## config.mk

```make
export PLATFORM = sky130hd
export DESIGN_NAME = load_store_unit
export DESIGN_NICKNAME = d
export VERILOG_FILES = /design/src/rtl/lsu_pkg.sv /design/src/rtl/lsu_align.sv /design/src/rtl/load_store_unit.sv
export SDC_FILE = /design/constraint.sdc
export NUM_CORES = 1
export LEC_CHECK = 0
export ABC_AREA = 1
export CAP_MARGIN = 20
export CORE_MARGIN = 8
export CORE_UTILIZATION = 44
export DETAILED_ROUTE_END_ITERATION = 12
export PLACE_DENSITY = 0.81
export SLEW_MARGIN = 20
export SYNTH_ARGS = -nofsm -noshare
export SYNTH_HDL_FRONTEND = slang
export SYNTH_SLANG_ARGS = --single-unit
```

## constraint.sdc

```tcl
create_clock -name clk -period 2.3 [get_ports clk]
set_input_delay 0.69 -clock clk [delete_from_list [all_inputs] [get_ports clk]]
set_output_delay 0.69 -clock clk [all_outputs]
set_load 0.02 [all_outputs]
```

## src/rtl/lsu_pkg.sv

```systemverilog
// lsu_pkg: shared encodings and constants for the load/store unit
package lsu_pkg;
  localparam logic [2:0] F3_B  = 3'b000;
  localparam logic [2:0] F3_H  = 3'b001;
  localparam logic [2:0] F3_W  = 3'b010;
  localparam logic [2:0] F3_BU = 3'b100;
  localparam logic [2:0] F3_HU = 3'b101;
  localparam int STRB_W = 4;
  typedef enum logic [1:0] {IDLE, BUSY, DONE} lsu_state_t;
endpackage

```

## src/rtl/lsu_align.sv

```systemverilog
// lsu_align: store lane steering, load extraction/extension and access legality
module lsu_align
  import lsu_pkg::*;
(
  input  logic [1:0]        lane,
  input  logic [2:0]        funct3,
  input  logic              mem_read,
  input  logic              mem_write,
  input  logic [31:0]       wdata,
  output logic [STRB_W-1:0] wstrb,
  output logic [31:0]       wdata_st,
  input  logic [1:0]        ld_lane,
  input  logic [2:0]        ld_funct3,
  input  logic [31:0]       rdata,
  output logic [31:0]       rdata_ext,
  output logic              illegal
);
  logic [7:0]  ld_byte;
  logic [15:0] ld_half;
  logic        bad_f3;
  logic        misalign;
  // load uses the lane/size latched at issue; store and check use the live request
  always_comb begin
    ld_byte   = 8'(rdata >> {ld_lane, 3'b000});
    ld_half   = ld_lane[1] ? rdata[31:16] : rdata[15:0];
    rdata_ext = ld_funct3 == F3_B  ? {{24{ld_byte[7]}}, ld_byte} :
                ld_funct3 == F3_BU ? {24'b0, ld_byte} :
                ld_funct3 == F3_H  ? {{16{ld_half[15]}}, ld_half} :
                ld_funct3 == F3_HU ? {16'b0, ld_half} : rdata;
    wstrb     = funct3 == F3_B ? 4'b0001 << lane :
                funct3 == F3_H ? (lane[1] ? 4'b1100 : 4'b0011) : 4'b1111;
    wdata_st  = funct3 == F3_B ? {4{wdata[7:0]}} :
                funct3 == F3_H ? {2{wdata[15:0]}} : wdata;
    bad_f3    = mem_write ? !(funct3 inside {F3_B, F3_H, F3_W}) :
                            !(funct3 inside {F3_B, F3_H, F3_W, F3_BU, F3_HU});
    misalign  = (funct3 == F3_H || funct3 == F3_HU) ? lane[0] :
                funct3 == F3_W ? |lane : 1'b0;
    illegal   = (mem_read | mem_write) & ((mem_read & mem_write) | bad_f3 | misalign);
  end
endmodule

```

## src/rtl/load_store_unit.sv

```systemverilog
// load_store_unit: RV32I memory stage running a req/ack handshake with data memory
module load_store_unit
  import lsu_pkg::*;
#(
  parameter int DATA_WIDTH = 32,
  parameter int ADDR_WIDTH = 32
) (
  input  logic                  clk,
  input  logic                  rst,
  input  logic [ADDR_WIDTH-1:0] addr_i,
  input  logic [DATA_WIDTH-1:0] wdata_i,
  input  logic                  mem_read_i,
  input  logic                  mem_write_i,
  input  logic [2:0]            funct3_i,
  output logic [DATA_WIDTH-1:0] rdata_o,
  output logic                  stall_o,
  output logic                  err_o,
  output logic                  mem_req_o,
  output logic                  mem_we_o,
  output logic [ADDR_WIDTH-1:0] mem_addr_o,
  output logic [STRB_W-1:0]     mem_wstrb_o,
  output logic [DATA_WIDTH-1:0] mem_wdata_o,
  input  logic [DATA_WIDTH-1:0] mem_rdata_i,
  input  logic                  mem_ack_i
);
  lsu_state_t        state;
  logic [2:0]        f3_q;
  logic [1:0]        lane_q;
  logic              load_q;
  logic [STRB_W-1:0] wstrb;
  logic [31:0]       wdata_st;
  logic [31:0]       rdata_ext;
  logic              illegal;
  logic              access;

  lsu_align u_align (
    .lane      (addr_i[1:0]),
    .funct3    (funct3_i),
    .mem_read  (mem_read_i),
    .mem_write (mem_write_i),
    .wdata     (wdata_i),
    .wstrb     (wstrb),
    .wdata_st  (wdata_st),
    .ld_lane   (lane_q),
    .ld_funct3 (f3_q),
    .rdata     (mem_rdata_i),
    .rdata_ext (rdata_ext),
    .illegal   (illegal)
  );

  assign access  = mem_read_i | mem_write_i;
  assign stall_o = !rst && ((state == IDLE && access && !illegal) || state == BUSY);

  // handshake FSM with registered request fields, load result and error pulse
  always_ff @(posedge clk) begin
    if (rst) begin
      state       <= IDLE;
      f3_q        <= '0;
      lane_q      <= '0;
      load_q      <= 1'b0;
      rdata_o     <= '0;
      err_o       <= 1'b0;
      mem_req_o   <= 1'b0;
      mem_we_o    <= 1'b0;
      mem_addr_o  <= '0;
      mem_wstrb_o <= '0;
      mem_wdata_o <= '0;
    end else begin
      err_o <= 1'b0;
      case (state)
        IDLE: if (access) begin
          if (illegal) err_o <= 1'b1;
          else begin
            state       <= BUSY;
            f3_q        <= funct3_i;
            lane_q      <= addr_i[1:0];
            load_q      <= mem_read_i;
            mem_req_o   <= 1'b1;
            mem_we_o    <= mem_write_i;
            mem_addr_o  <= {addr_i[ADDR_WIDTH-1:2], 2'b00};
            mem_wstrb_o <= mem_write_i ? wstrb : '0;
            mem_wdata_o <= wdata_st;
          end
        end
        BUSY: if (mem_ack_i) begin
          state       <= DONE;
          mem_req_o   <= 1'b0;
          mem_we_o    <= 1'b0;
          mem_wstrb_o <= '0;
          if (load_q) rdata_o <= rdata_ext;
        end
        default: state <= IDLE;
      endcase
    end
  end
endmodule

```

After elaboration in Yosys (flattened, before gate mapping). Cells that the tools add are included. W data, S select, Z words.

Register bits: 109.

Equality and inequality tests: 11. Shifts and indexed selects: 2. Multiplexer cells: 30. Bitwise operators: 8. Reductions and logical operators: 21.

Operator list (count): $mux W32 (6); $shr A32 B5 Y8 (1); $mux W4 (7); $mux W16 (1); $eq A3 B3 Y1 const B (4); $mux W1 (9); $reduce_and A3 Y1 (3); $pmux W4 S2 (1); $eq A3 B1 Y1 const B (2); $logic_not A3 Y1 (2); $mux W2 (3); $ne A2 B2 Y1 const B (3); $reduce_bool A5 Y1 (1); $logic_not A1 Y1 (4); $pmux W1 S2 (2); $pmux W2 S2 (1); $reduce_and A4 Y1 (1); $shl A1 B2 Y4 const A (1); $eq A3 B2 Y1 const B (1); $logic_and A1 B1 Y1 (3); $not A1 Y1 (3); $or A1 B1 Y1 (3); $reduce_bool A3 Y1 (1); $reduce_or A3 Y1 (1); 6 further kinds (8).

Logic depth before layout (Yosys ltp). Gate-level depths: netlist (run 1).

Word-level depth: 11. Depth in mapped cells: 11. Gate-level depth less buffers: 10.

Cells and area by module. Synthesis (run 1) repeated with hierarchy kept, for this count alone.

Cells, all modules: 872. Area, all modules: 5616.6 µm².

By module, submodules not included: load_store_unit (cells an instance 502, times used 1, area each 4003.8 µm², sequential area each 2182.1 µm²); lsu_align (cells an instance 370, times used 1, area each 1612.8 µm², sequential area each 0.0 µm²).

Worst setup path before layout (run 1). Ideal clock, no wire load.

Kind: input -> output. From: input funct3_i[1]. To: output stall_o. Setup slack: -0.097 ns. Arrival time: 1.707 ns. Required time: 1.610 ns. Cell stages on the path: 9. Cells stage by stage: inv_1 > nand2_1 > nor2_1 > nor2_1 > nand2_1 > inv_2 > nand2_4 > buf_2 > a21oi_1.

Longest elaborated chain between the ends: 11. Elaborated cells between the ends (all ways): 20. Classes of those cells: eq/ne (4); mux (3); bitwise (3); reduce/logical (10).

RTL lines: start: declaration (line load_store_unit.sv:14) `input logic [2:0] funct3_i,`; $eq A3 B1 Y1 (tied with other cells) (line lsu_align.sv:34, lsu_align.sv:35, lsu_align.sv:36); $reduce_bool A5 Y1 or $reduce_bool A3 Y1 (tied branches) (line lsu_align.sv:35, lsu_align.sv:34); $logic_not A1 Y1, on equally long branches (line lsu_align.sv:35, lsu_align.sv:34); $mux W1 (line lsu_align.sv:34) `bad_f3 = mem_write ? !(funct3 inside {F3_B, F3_H, F3_W}) :`; $or A1 B1 Y1 (line lsu_align.sv:38) `illegal = (mem_read | mem_write) & ((mem_read & mem_write) | bad_f3 | misalign);`; $or A1 B1 Y1 * (line lsu_align.sv:38); $and A1 B1 Y1 * (line lsu_align.sv:38); $logic_not A1 Y1 * (line load_store_unit.sv:52) `assign stall_o = !rst && ((state == IDLE && access && !illegal) || state == BUSY);`; $logic_and A1 B1 Y1 * (line load_store_unit.sv:52); $logic_or A1 B1 Y1 * (line load_store_unit.sv:52); $logic_and A1 B1 Y1 * (line load_store_unit.sv:52); end: declaration (line load_store_unit.sv:16) `output logic stall_o,`.

Every way passes the cells marked *; elsewhere a longest branch is shown, timed or not.

Worst setup path after layout (run 1).
From: input funct3_i[2]. To: output stall_o.

The elaborated chain is that of the path after synthesis.

==> impl_results.md, run 1 <==
* Peak VDD IR at 0.359 mV
* Crit Path Class: in -> out
* Yosys cell types at 26
* Max Buffers Root-to-Sink at 2
* Pre-CTS WS at -792 ps
* P&R area growth vs syn at 48.7%
* Final Hold Fails at 0
* Final Max Tran Viols at 0
* DRC errors left at 0
* TritonCTS clock tree: built
* Die area at 15800 sq um
* Clock skew at between 7 and 8 ps
* Clk network pwr share at 0.341
* GRT Total Usage at 0.228
* Largest net degree at the start of global routing at just over 80
* FP Rows at 40
* CTS Hold Buffers Added at 0
* CTS H-tree depth at 3
* Drt wl/cell at 15.8 um
* Final core utilization at 0.664
* Core Box Area at 11900 sq um
* Register bit total from synthesis at ~110
* Nets at between 1000 and 1500
* Die Y at 126 um
* Initial antenna violation count at 0
* Hold Path Sink: mem_addr_o[27]$_SDFFE_PP0P_
* CP Max Fanout at 3
* First-pass GRT wire length at 29600 um
* Cell taking the most area after synthesis: dfxtp_1
* Drt first pass iters at 5
* Crit Reg-Reg Endpoint: mem_wstrb_o[2]$_SDFFE_PP0P_
* Setup crit start kind: input pin
* Sequential fraction of the synthesis area at 0.412
* Syn. warnings at 0
* # IOs at 208
* Number of buffers added on ports at 205
* Clk_lat worst skew at 350 ps
* Grt total ovfl at 0
* Worst relative slew slack at 0.473
* Vias at 5947
* Internal power at approximately 3.3 mW
* Post-route ant nets at 0
* Clock buffer count from CTS at 9
* Die extent in x at 126 um
* Seq pwr share at 0.430
* Period utilization at 0.970
* Layout cell share with drive strength beyond 1 at 0.0821
* Antenna diodes at 0
* Final worst path period need at between 2000 and 2500 ps
* Total negative slack at 0 ps
* R2r setup slk at 380 ps
* Hold path start: mem_addr_o[27]$_SDFFE_PP0P_
* Fmax at between 0.4 and 0.5 GHz
* Combinational share of power at 0.229
* CP Data Arrival Time at 1540 ps
* Leading cell types by total area after synthesis: dfxtp_1 (41%), nand2_1 (12%), nand3_1 (8.4%), a21oi_1 (7.8%), nor2_1 (7.0%)
* Post-Route WL at 18300 um
* GP Congestion at 0.864
* Worst min path class: reg -> reg
* Worst Hold Depth at 2
* Slew at the pin with the worst max-slew slack at 790 ps
* Final non-filler cell area at 7870 sq um
* Setup violations, final at 0
* Leakage power at ~3.4 nW
* Max-cap viol count at 0
* Clock Sinks at 109
* Syn avg cell area at 6.57 sq um
* Switching Share at 0.295
* Post-synth top area share at 0.412
* Psw at 1.39 mW
* Vias in the first global route at 5774
* Critical path endpoint category: output port
* Power Density at 597 nW/um^2
* Reg-to-Reg Start: state[0]$_SDFFE_PP0P_
* Via-to-Cell Ratio at 5.14
* Setup WS post-layout at between 60 and 70 ps
* Reg clk slew, reported paths at 70 ps
* Initial core utilization at 0.446
* Synth Instances at 805
* CP required at 1610 ps
* CTS root buffer: clkbuf_16
* Status: finished clean
* Post-detail-place hpwl at 13000 um
* Placement Cell Area at 7540 sq um
* Starting DRT DRC Count at 504
* Cell Area, Synth at 5290 sq um
* Unrepaired setup endpoints after global routing: false
* Worst R2R Path Depth at 7
-- cells by family (layout without fill, tap and decap cells) --
family / after synthesis / after routing / share of synthesized area
compound gates: 181 / 181 / 0.178
flops: 109 / 109 / 0.412
simple gates: 379 / 379 / 0.300
other cells: 1 / 2 / 0.000709
buf+inv: 135 / 340 / 0.109
-- sequential cells by signal (all words and copies together), names as in the netlist --
signal / cells
state: 2
mem_we_o: 1
lane_q: 2
f3_q: 3
mem_wdata_o: 32
load_q: 1
mem_req_o: 1
mem_wstrb_o: 4
mem_addr_o: 30
err_o: 1
rdata_o: 32
-- how the worst max path moves through the flow --
stage	endpoint	from	slack [ps]
finish	stall_o	funct3_i[2]	70
global route	stall_o	funct3_i[2]	4
CTS	stall_o	funct3_i[1]	7
detailed placement	stall_o	funct3_i[2]	-790
global placement	stall_o	funct3_i[2]	-790
floorplan	stall_o	funct3_i[1]	6
-- final cells by class --
cell class | instances | area, sq um
inverter | 81 | 304
clock inverter | 6 | 72.6
timing repair buffer | 243 | 2340
tap | 147 | 184
clock buffer | 10 | 229
fill | 1028 | 3990
multi-input combinational | 562 | 2560
sequential | 109 | 2180
-- metal layers --
layer,up-vias,routed length [um],track usage
met2,277,7790,0.346
met5,-,0,0
met4,0,471,0.0860
met1,2643,7840,0.280
met3,32,2190,0.0975
li1,2995,-,-
-- cells in the final DEF (no fill, tap or decap), drive strengths merged --
master	Yosys	layout
a211oi	3	3
a21oi	82	82
a31oi	1	1
buf	40	44
bufinv	0	1
clkbuf	14	13
clkdlybuf4s50	0	196
clkinv	1	4
clkinvlp	0	1
conb	1	2
dfxtp	109	109
inv	80	81
nand2	182	182
nand3	89	89
nand4	4	4
nor2	101	101
nor3	1	1
o211ai	11	11
o21ai	84	84
or2	2	2
-- power by group through the flow --
stage          sequential [mW]  combinational (mW)  clock (mW)
4_1_cts                   2.02                1.07        1.63
3_3_place_gp              2.06                1.05           0
2_1_floorplan             2.16               0.458           0
3_5_place_dp              2.07                1.05           0
5_1_grt                   2.03                1.17        1.70
6_report                  2.02                1.08        1.60
-- per-stage QoR --
stage | hold WS, ps | power [mW] | cells
3_3_place_gp | 447 | 3.11 | 1135
2_1_floorplan | 445 | 2.62 | 806
6_report | 461 | 4.70 | 1158
3_5_place_dp | 453 | 3.12 | 1135
5_1_grt | 479 | 4.91 | 1158
4_1_cts | 463 | 4.72 | 1158
-- worst max-delay path, cell delays in order --
cell     delay (ps)
buf_2           130
nor2_1           80
nor2_1           40
nor2_1          120
nand2_2          90
inv_2            90
nand2_4          50
a21oi_2         120
buf_6           140
-- synthesized netlist by cell type --
master and instances:
dfxtp_1 109, conb_1 1, or2_2 1, buf_4 5
nand2_2 5, o21ai_0 63, nand2_4 1, inv_2 4
buf_1 1, a31oi_1 1, nor2_1 99, nor3_2 1
nand2_1 176, o21ai_1 21, nor2_4 2, a211oi_1 3
nand3_1 89, buf_6 1, inv_1 76, buf_2 33
nand4_1 4, a21oi_1 82, or2_1 1, o211ai_1 11
clkinv_1 1, clkbuf_1 14
-- repair_timing --
item	in CTS	in global routing
setup buffers	7	0
resized for setup	31	6
pin swaps	8	6
setup endpoints to repair	17	7
No activity file was read; power rests on OpenSTA's default activity.
==> inputs of run 2 (changes only) <==
--- a/config.mk
+++ b/config.mk
@@ -6,12 +6,13 @@
 export NUM_CORES = 1
 export LEC_CHECK = 0
 export ABC_AREA = 1
-export CAP_MARGIN = 20
+export CAP_MARGIN = 10
 export CORE_MARGIN = 8
-export CORE_UTILIZATION = 44
+export CORE_UTILIZATION = 45
 export DETAILED_ROUTE_END_ITERATION = 12
 export PLACE_DENSITY = 0.81
 export SLEW_MARGIN = 20
 export SYNTH_ARGS = -nofsm -noshare
 export SYNTH_HDL_FRONTEND = slang
+export SYNTH_HIERARCHICAL = 1
 export SYNTH_SLANG_ARGS = --single-unit
==> constraint.sdc (replaced) <==
create_clock -name clk -period 2.45 [get_ports clk]
set_input_delay 0.735 -clock clk [delete_from_list [all_inputs] [get_ports clk]]
set_output_delay 0.735 -clock clk [all_outputs]
set_load 0.02 [all_outputs]
==> run 2 against run 1 <==
Sequential power hardly changed. Synthesized area is 6.1% higher. Hold slack worse by 20 ps. Worst setup slack worse by 22 ps. Register-to-register slack better by 250 ps. Combinational power is 43% higher. Flip-flop and latch count stayed put. Utilization is 1.2 points higher. Critical path type unchanged. Largest power group unchanged. Highest routed layer unchanged.
==> impl_results.md, run 2 <==
* Drt first pass iters at 6 (was 5)
* P&R area growth vs syn at 49.3% (was 48.7%)
* Largest stage delay, worst path at 160 ps (was 140 ps)
* CP Max Fanout at 3 (unchanged)
* Setup violations, final at 0 (unchanged)
* Final worst path period need at 2400 ps
* Worst relative slew slack at 0.568 (was 0.473)
* Layout cell share with drive strength beyond 1 at 0.122 (was 0.0821)
* Max-cap viol count at 0 (unchanged)
* Sequential fraction of the synthesis area at 0.389 (was 0.412)
* Core Box Area at 12400 sq um (was 11900 sq um)
* GRT Total Usage at 0.230 (was 0.228)
* Leading cell types by total area after synthesis: dfxtp_1 (39%), nand2_1 (15%), o21ai_0 (8.9%), inv_1 (8.7%), a21oi_1 (6.8%) (was dfxtp_1 (41%), nand2_1 (12%), nand3_1 (8.4%), a21oi_1 (7.8%), nor2_1 (7.0%))
* Nets at 1193 (was 1110)
* Hold WS at 441 ps (was 461 ps)
* Slowest cell on the critical path: a21oi_4 (was buf_6)
* Peak VDD IR at 0.634 mV (was 0.359 mV)
* Post-route ant nets at 0 (unchanged)
* Count leader, synth: nand2_1 (unchanged)
* Starting DRT DRC Count at 521 (was 504)
* Yosys cell types at 24 (was 26)
* Largest net degree at the start of global routing at 139 (was 82)
* DRC errors left at 0 (unchanged)
* Number of synthesized flops with an enable pin at 0 (unchanged)
* Die extent in x at 128 um (was 126 um)
* Largest regs: mem_wdata_o x32, rdata_o x32, mem_addr_o x30 (unchanged)
* Placed cell count at 1220 (was 1135)
* TritonCTS clock tree: built (unchanged)
* GP Congestion at 0.908 (was 0.864)
* Hold path start: mem_wdata_o[2]$_SDFFE_PP0P_ (was mem_addr_o[27]$_SDFFE_PP0P_)
* Worst min path class: reg -> reg (unchanged)
* Asr flop ratio synth at 0 (unchanged)
* # IOs at 208 (unchanged)
* Critical path endpoint category: output port (unchanged)
* Reg clk slew, reported paths at 70 ps (about the same)
* Synth cell count leaders: nand2_1 (222), inv_1 (130), dfxtp_1 (109) (was nand2_1 (176), dfxtp_1 (109), nor2_1 (99))
* Post-synth top area share at 0.389 (was 0.412)
* CTS H-tree depth at 3 (unchanged)
* Final Hold Fails at 0 (unchanged)
* Die Y at 128 um (was 126 um)
* Antenna diodes at 0 (unchanged)
* Register bit total from synthesis at 109 (unchanged)
* Power Density at 591 nW/um^2 (was 597 nW/um^2)
* Initial core utilization at 0.452 (was 0.446)
* Unrepaired setup endpoints after global routing: false (unchanged)
* Die area at 16300 sq um (was 15800 sq um)
* Crit-path cells: buf_2, inv_4, nand2_2, o21ai_2, a21oi_2, inv_2, nand3_4, a21oi_4, buf_6 (was buf_2, nor2_1, nor2_1, nor2_1, nand2_2, inv_2, nand2_4, a21oi_2, buf_6)
* Setup crit start kind: input pin (unchanged)
* Cell taking the most area after synthesis: dfxtp_1 (unchanged)
* Vias at 6318 (was 5947)
* CTS Hold Buffers Added at 0 (unchanged)
* Clock Sinks at 109 (unchanged)
* Clk_lat worst skew at 350 ps (about the same)
* Post-Route WL at 19500 um (was 18300 um)
* R2r setup slk at 630 ps (was 380 ps)
* Fmax at 0.416 GHz
* Clock buffer count from CTS at 9 (unchanged)
* Initial antenna violation count at 0 (unchanged)
* Number of buffers added on ports at 205 (unchanged)
* CTS root buffer: clkbuf_16 (unchanged)
* Syn. warnings at 6 (was 0)
* Syn avg cell area at 6.44 sq um (was 6.57 sq um)
* Slew at the pin with the worst max-slew slack at 645 ps (was 790 ps)
* FP Rows at 41 (was 40)
* Period utilization at 0.981
* Prevailing post-synth register cell: dfxtp_1 (unchanged)
* Reg-to-Reg Start: state[1]$_SDFFE_PP0P_ (was state[0]$_SDFFE_PP0P_)
* Leakage power at 3.87 nW (was 3.39 nW)
* Most common cell after layout, fill and taps aside: nand2_1 (was clkdlybuf4s50_1)
* First-pass GRT wire length at 30000 um (was 29600 um)
* Grt total ovfl at 0 (unchanged)
* Via-to-Cell Ratio at 4.99 (was 5.14)
* Synth Instances at 872 (was 805)
* Vias in the first global route at 6055 (was 5774)
* CP Data Arrival Time at 1670 ps (was 1540 ps)
* Status: finished clean (unchanged)
* Final Max Tran Viols at 0 (unchanged)
* Crit Path Class: in -> out (unchanged)
* Most frequent cells in the layout: nand2_1 (212), clkdlybuf4s50_1 (197), inv_1 (121) (was clkdlybuf4s50_1 (196), nand2_1 (175), dfxtp_1 (109))
* Layout Cells excl Fill at 1266 (was 1158)
* Clock skew at 6.40 ps (was 7.17 ps)
* Crit path launch: addr_i[0] (was funct3_i[2])
* Max Buffers Root-to-Sink at 2 (unchanged)
* Drt wl/cell at 15.4 um (was 15.8 um)
* Cell Area, Synth at 5620 sq um (was 5290 sq um)
* Post-detail-place hpwl at 13600 um (was 13000 um)
* CP required at 1710 ps (was 1610 ps)
[run 2: cell types whose count changed after synthesis, sizes merged, moves of 10 or more]
| cell | previous run | this run |
|---|---|---|
| inv | 80 | 137 |
| nand2 | 182 | 226 |
| nand3 | 89 | 56 |
| o21ai | 84 | 112 |
| nor2 | 101 | 89 |
| buf | 40 | 50 |
[run 2: power by group]
part / internal, mW / switching [mW] / total, mW
combinational: 0.690 / 0.853 / 1.54
sequential: 1.92 / 0.0957 / 2.02
clock: 0.705 / 0.692 / 1.40
[run 2: critical path, delay by kind of cell]
kind,cells,cell delay (ps)
simple gates,2,140
compound gates,3,360
buf+inv,4,430
[run 2: kinds of logic (layout without fill, tap and decap cells)]
logic type / Yosys count / after routing / share of synthesized area
AND/OR/NAND/NOR: 374 / 374 / 0.276
buffers and inverters: 196 / 417 / 0.162
AO/OA/AOI/OAI: 192 / 192 / 0.173
flip-flops: 109 / 109 / 0.389
other: 1 / 2 / 0.000668
[run 2: cell type report]
| class | instances | area, sq um |
|---|---|---|
| clock buffers | 9 | 225 |
| clock inverters | 7 | 58.8 |
| fillers | 1049 | 4030 |
| inverters | 137 | 522 |
| multi-input cells | 568 | 2630 |
| flip-flops and latches | 109 | 2180 |
| well taps | 172 | 215 |
| repair buffers | 264 | 2550 |
[run 2: timing repair]
action	CTS	global route
setup endpoints to repair	71	72
resized for setup	31	55
setup buffers	24	6
gates cloned	0	1
pin swaps	8	20
[run 2: worst paths after layout]
kind | end | depth (start not counted)
min reg2reg | mem_wdata_o[2]$_SDFFE_PP0P_ | 2
max | stall_o | 9
min | mem_wdata_o[2]$_SDFFE_PP0P_ | 2
max reg2reg | f3_q[1]$_SDFFE_PP0P_ | 7
[run 2: metrics by stage]
stage                     instance area, sq um  power, mW  setup TNS, ps  utilization  setup WS, ps
after floorplan                           5640       2.90              0            -          13.9
after global placement                    7760       3.48         -46190        0.625          -840
after detailed placement                  7760       3.49         -49980        0.625          -866
after CTS                                 8250       4.94              0        0.664          3.44
after global routing                      8380       5.22              0        0.675          9.33
final                                     8380       4.96              0        0.675          46.4
[run 2: metal layers]
layer,share of wire,track usage,routed length (um),up-vias
met3,0.13,0.128,2570,33
met2,0.46,0.373,8920,279
li1,-,-,-,3123
met1,0.39,0.249,7530,2883
met5,0,0,0,-
met4,0.025,0.0748,484,0
==> inputs of run 3 (changes only) <==
--- a/config.mk
+++ b/config.mk
@@ -10,7 +10,7 @@
 export CORE_MARGIN = 8
 export CORE_UTILIZATION = 45
 export DETAILED_ROUTE_END_ITERATION = 12
-export PLACE_DENSITY = 0.81
+export PLACE_DENSITY = 0.92
 export SLEW_MARGIN = 20
 export SYNTH_ARGS = -nofsm -noshare
 export SYNTH_HDL_FRONTEND = slang
==> constraint.sdc (replaced) <==
create_clock -name clk -period 2.45 [get_ports clk]
set_input_delay 0.735 -clock clk [delete_from_list [all_inputs] [get_ports clk]]
set_output_delay 0.735 -clock clk [all_outputs]
set_load 0.01 [all_outputs]
==> run 3 against run 2 <==
The flow now finishes with violations (negative setup slack). Sequential power barely moved. Worst setup slack lost 100 ps. Clock skew rose by 3.1 ps. Utilization shrank 0.41 points. Combinational power fell by 5%. Highest routed layer unchanged. Largest power group unchanged. Sequential share of layout area is 0.16 points higher. Cell count down 0.24%. Critical path depth unchanged. Via count up 3.3%. Non-clock buffer count decreased by 4. Register-to-register slack worse by 130 ps. Hold slack improved by 0.67 ps. Critical endpoint unchanged.
==> impl_results.md, run 3 (same netlist as run 2, synthesis figures left out) <==
* Status: complete, but fails checks (was finished clean)
* Violated checks: negative setup slack
* Grt total ovfl at 0 (unchanged)
* Worst relative slew slack at 0.607 (was 0.568)
* Drt first pass iters at 5 (was 6)
* Core Box Area at 12400 sq um (unchanged)
* Crit Reg-Reg Endpoint: mem_wdata_o[22]$_SDFFE_PP0P_ (was f3_q[1]$_SDFFE_PP0P_)
* Clock buffer count from CTS at 9 (unchanged)
* Crit path launch: addr_i[1] (was addr_i[0])
* Fmax at 0.399 GHz (was 0.416 GHz)
* Number of buffers added on ports at 205 (unchanged)
* CTS Hold Buffers Added at 0 (unchanged)
* Pre-CTS WS at -874 ps (was -866 ps)
* Reg-to-Reg Start: state[1]$_SDFFE_PP0P_ (unchanged)
* Layout cell share with drive strength beyond 1 at 0.109 (was 0.122)
* Setup WS post-layout at -55.2 ps (was 46.4 ps)
* Vias at 6529 (was 6318)
* Initial antenna violation count at 1 (was 0)
* Clock Sinks at 109 (unchanged)
* GR Layer Usage met2 at 0.393 (was 0.373)
* CP Data Arrival Time at 1770 ps (was 1670 ps)
* Via-to-Cell Ratio at 5.17 (was 4.99)
* Clk_lat worst skew at 360 ps (was 350 ps)
* Post-detail-place hpwl at 14200 um (was 13600 um)
* CTS root buffer: clkbuf_16 (unchanged)
* Power Density at 589 nW/um^2 (was 591 nW/um^2)
* Die area at 16300 sq um (unchanged)
* M3 GR Usage at 0.0978 (was 0.128)
* GRT Total Usage at 0.242 (was 0.230)
* Peak VDD IR at 0.463 mV (was 0.634 mV)
* Crit-path cells: buf_6, inv_2, nand2_4, o21ai_4, a21oi_2, inv_2, nand3_4, a21oi_4, buf_6 (was buf_2, inv_4, nand2_2, o21ai_2, a21oi_2, inv_2, nand3_4, a21oi_4, buf_6)
* Final Max Tran Viols at 0 (unchanged)
* Most frequent cells in the layout: nand2_1 (219), clkdlybuf4s50_1 (197), inv_1 (123) (was nand2_1 (212), clkdlybuf4s50_1 (197), inv_1 (121))
* Reg clk slew, reported paths at 70 ps (about the same)
* Met1 Use GR at 0.270 (was 0.249)
* # IOs at 208 (unchanged)
* Largest stage delay, worst path at 190 ps (was 160 ps)
* Starting DRT DRC Count at 783 (was 521)
* Slew at the pin with the worst max-slew slack at 588 ps (was 645 ps)
* Nets at 1189 (was 1193)
* CP Max Fanout at 2 (was 3)
* Fill cell count at 987 (was 1049)
* Final Hold Fails at 0 (unchanged)
* Setup crit start kind: input pin (unchanged)
* Critical path endpoint category: output port (unchanged)
* FP Rows at 41 (unchanged)
* Hold path start: mem_wdata_o[25]$_SDFFE_PP0P_ (was mem_wdata_o[2]$_SDFFE_PP0P_)
* Clock skew at 9.49 ps (was 6.40 ps)
* Final core utilization at 0.671 (was 0.675)
* Initial core utilization at 0.452 (unchanged)
* Die Y at 128 um (unchanged)
* Crit Path Class: in -> out (unchanged)
* P&R area growth vs syn at 48.3% (was 49.3%)
* End of the critical path: stall_o (unchanged)
* Most common cell after layout, fill and taps aside: nand2_1 (unchanged)
* First-pass GRT wire length at 31200 um (was 30000 um)
* Vias in the first global route at 6324 (was 6055)
* Worst R2R Path Depth at 8 (was 7)
* Sequential Area at 2180 sq um (unchanged)
* Largest net degree at the start of global routing at 80 (was 139)
* TritonCTS clock tree: built (unchanged)
* Leakage power at 3.85 nW (was 3.87 nW)
* DRC errors left at 0 (unchanged)
* CTS H-tree depth at 3 (unchanged)
* Gr busiest metal: met2 (unchanged)
* Max-cap viol count at 0 (unchanged)
* Drt wl/cell at 17.2 um (was 15.4 um)
* Post-Route WL at 21800 um (was 19500 um)
* Multi-input gate area at 2610 sq um (was 2630 sq um)
* Worst min path class: reg -> reg (unchanged)
* R2r setup slk at 500 ps (was 630 ps)
* Die extent in x at 128 um (unchanged)
* GP Congestion at 0.941 (was 0.908)
* CP required at 1710 ps (about the same)
* Slowest cell on the critical path: a21oi_4 (unchanged)
* Max Buffers Root-to-Sink at 2 (unchanged)
* Final worst path period need at 2510 ps (was 2400 ps)
* Largest regs: mem_wdata_o x32, rdata_o x32, mem_addr_o x30 (unchanged)
* Post-route ant nets at 0 (unchanged)
* Period utilization at 1.02 (was 0.981)
* Setup violations, final at 2 (was 0)
-- run 3: changes by cell type in the layout (fill, tap and decap cells not counted), moves of 3 or more --
cell / delta
nand2_2: -7
buf_4: -3
o21ai_0: +8
o21ai_1: -7
buf_6: +3
clkinv_4: -3
nand2_1: +7
-- run 3: cell type report --
cell class	instances	share of cell area
diodes	1	0.000300
flip-flops and latches	109	0.262
clock inverters	7	0.00601
inverters	137	0.0629
repair buffers	260	0.302
well taps	172	0.0258
clock buffers	9	0.0270
multi-input cells	568	0.314
-- run 3: worst min path at each step --
stage / cells after the start / to
floorplan: 2 / lane_q[0]$_SDFFE_PP0P_
global placement: 2 / mem_wdata_o[15]$_SDFFE_PP0P_
detailed placement: 2 / mem_wdata_o[15]$_SDFFE_PP0P_
CTS: 2 / mem_wdata_o[15]$_SDFFE_PP0P_
global route: 2 / mem_wdata_o[25]$_SDFFE_PP0P_
finish: 2 / mem_wdata_o[25]$_SDFFE_PP0P_
-- run 3: stage by stage --
stage | hold WS (ps) | std cells | total power, mW | TNS [ps] | instance area, sq um
after floorplan | 420 | 873 | 2.79 | 0 | 5640
after global placement | 430 | 1223 | 3.38 | -34110 | 7790
after detailed placement | 434 | 1223 | 3.41 | -39720 | 7790
after CTS | 444 | 1260 | 4.83 | 0 | 8210
after global routing | 469 | 1263 | 5.14 | -117 | 8330
final | 442 | 1263 | 4.90 | -89.0 | 8330
-- run 3: timing repair --
item | 4_1_cts | 5_1_grt
buffers inserted | 21 | 2
pin swaps | 9 | 8
gates resized for setup | 42 | 31
cloned | 0 | 0
hold endpoints to repair | 0 | 0
endpoints found under the setup margin | 65 | 34
-- run 3: per-layer routing --
metal,wire [um],up-vias
met5,0,-
met4,993,0
met3,2720,83
met2,9810,393
met1,8230,2935
li1,-,3118
-- run 3: critical path, delay by kind of cell --
kind / cells / cell delay, ps
AO/OA/AOI/OAI: 3 / 450
buffers and inverters: 4 / 400
AND/OR/NAND/NOR: 2 / 170
-- run 3: report_power, final --
part           switching, mW  internal (mW)  leakage [nW]  total [mW]
logic                  0.788          0.687          2.82        1.47
registers              0.107           1.92         0.895        2.03
clock network          0.704          0.696         0.134        1.40
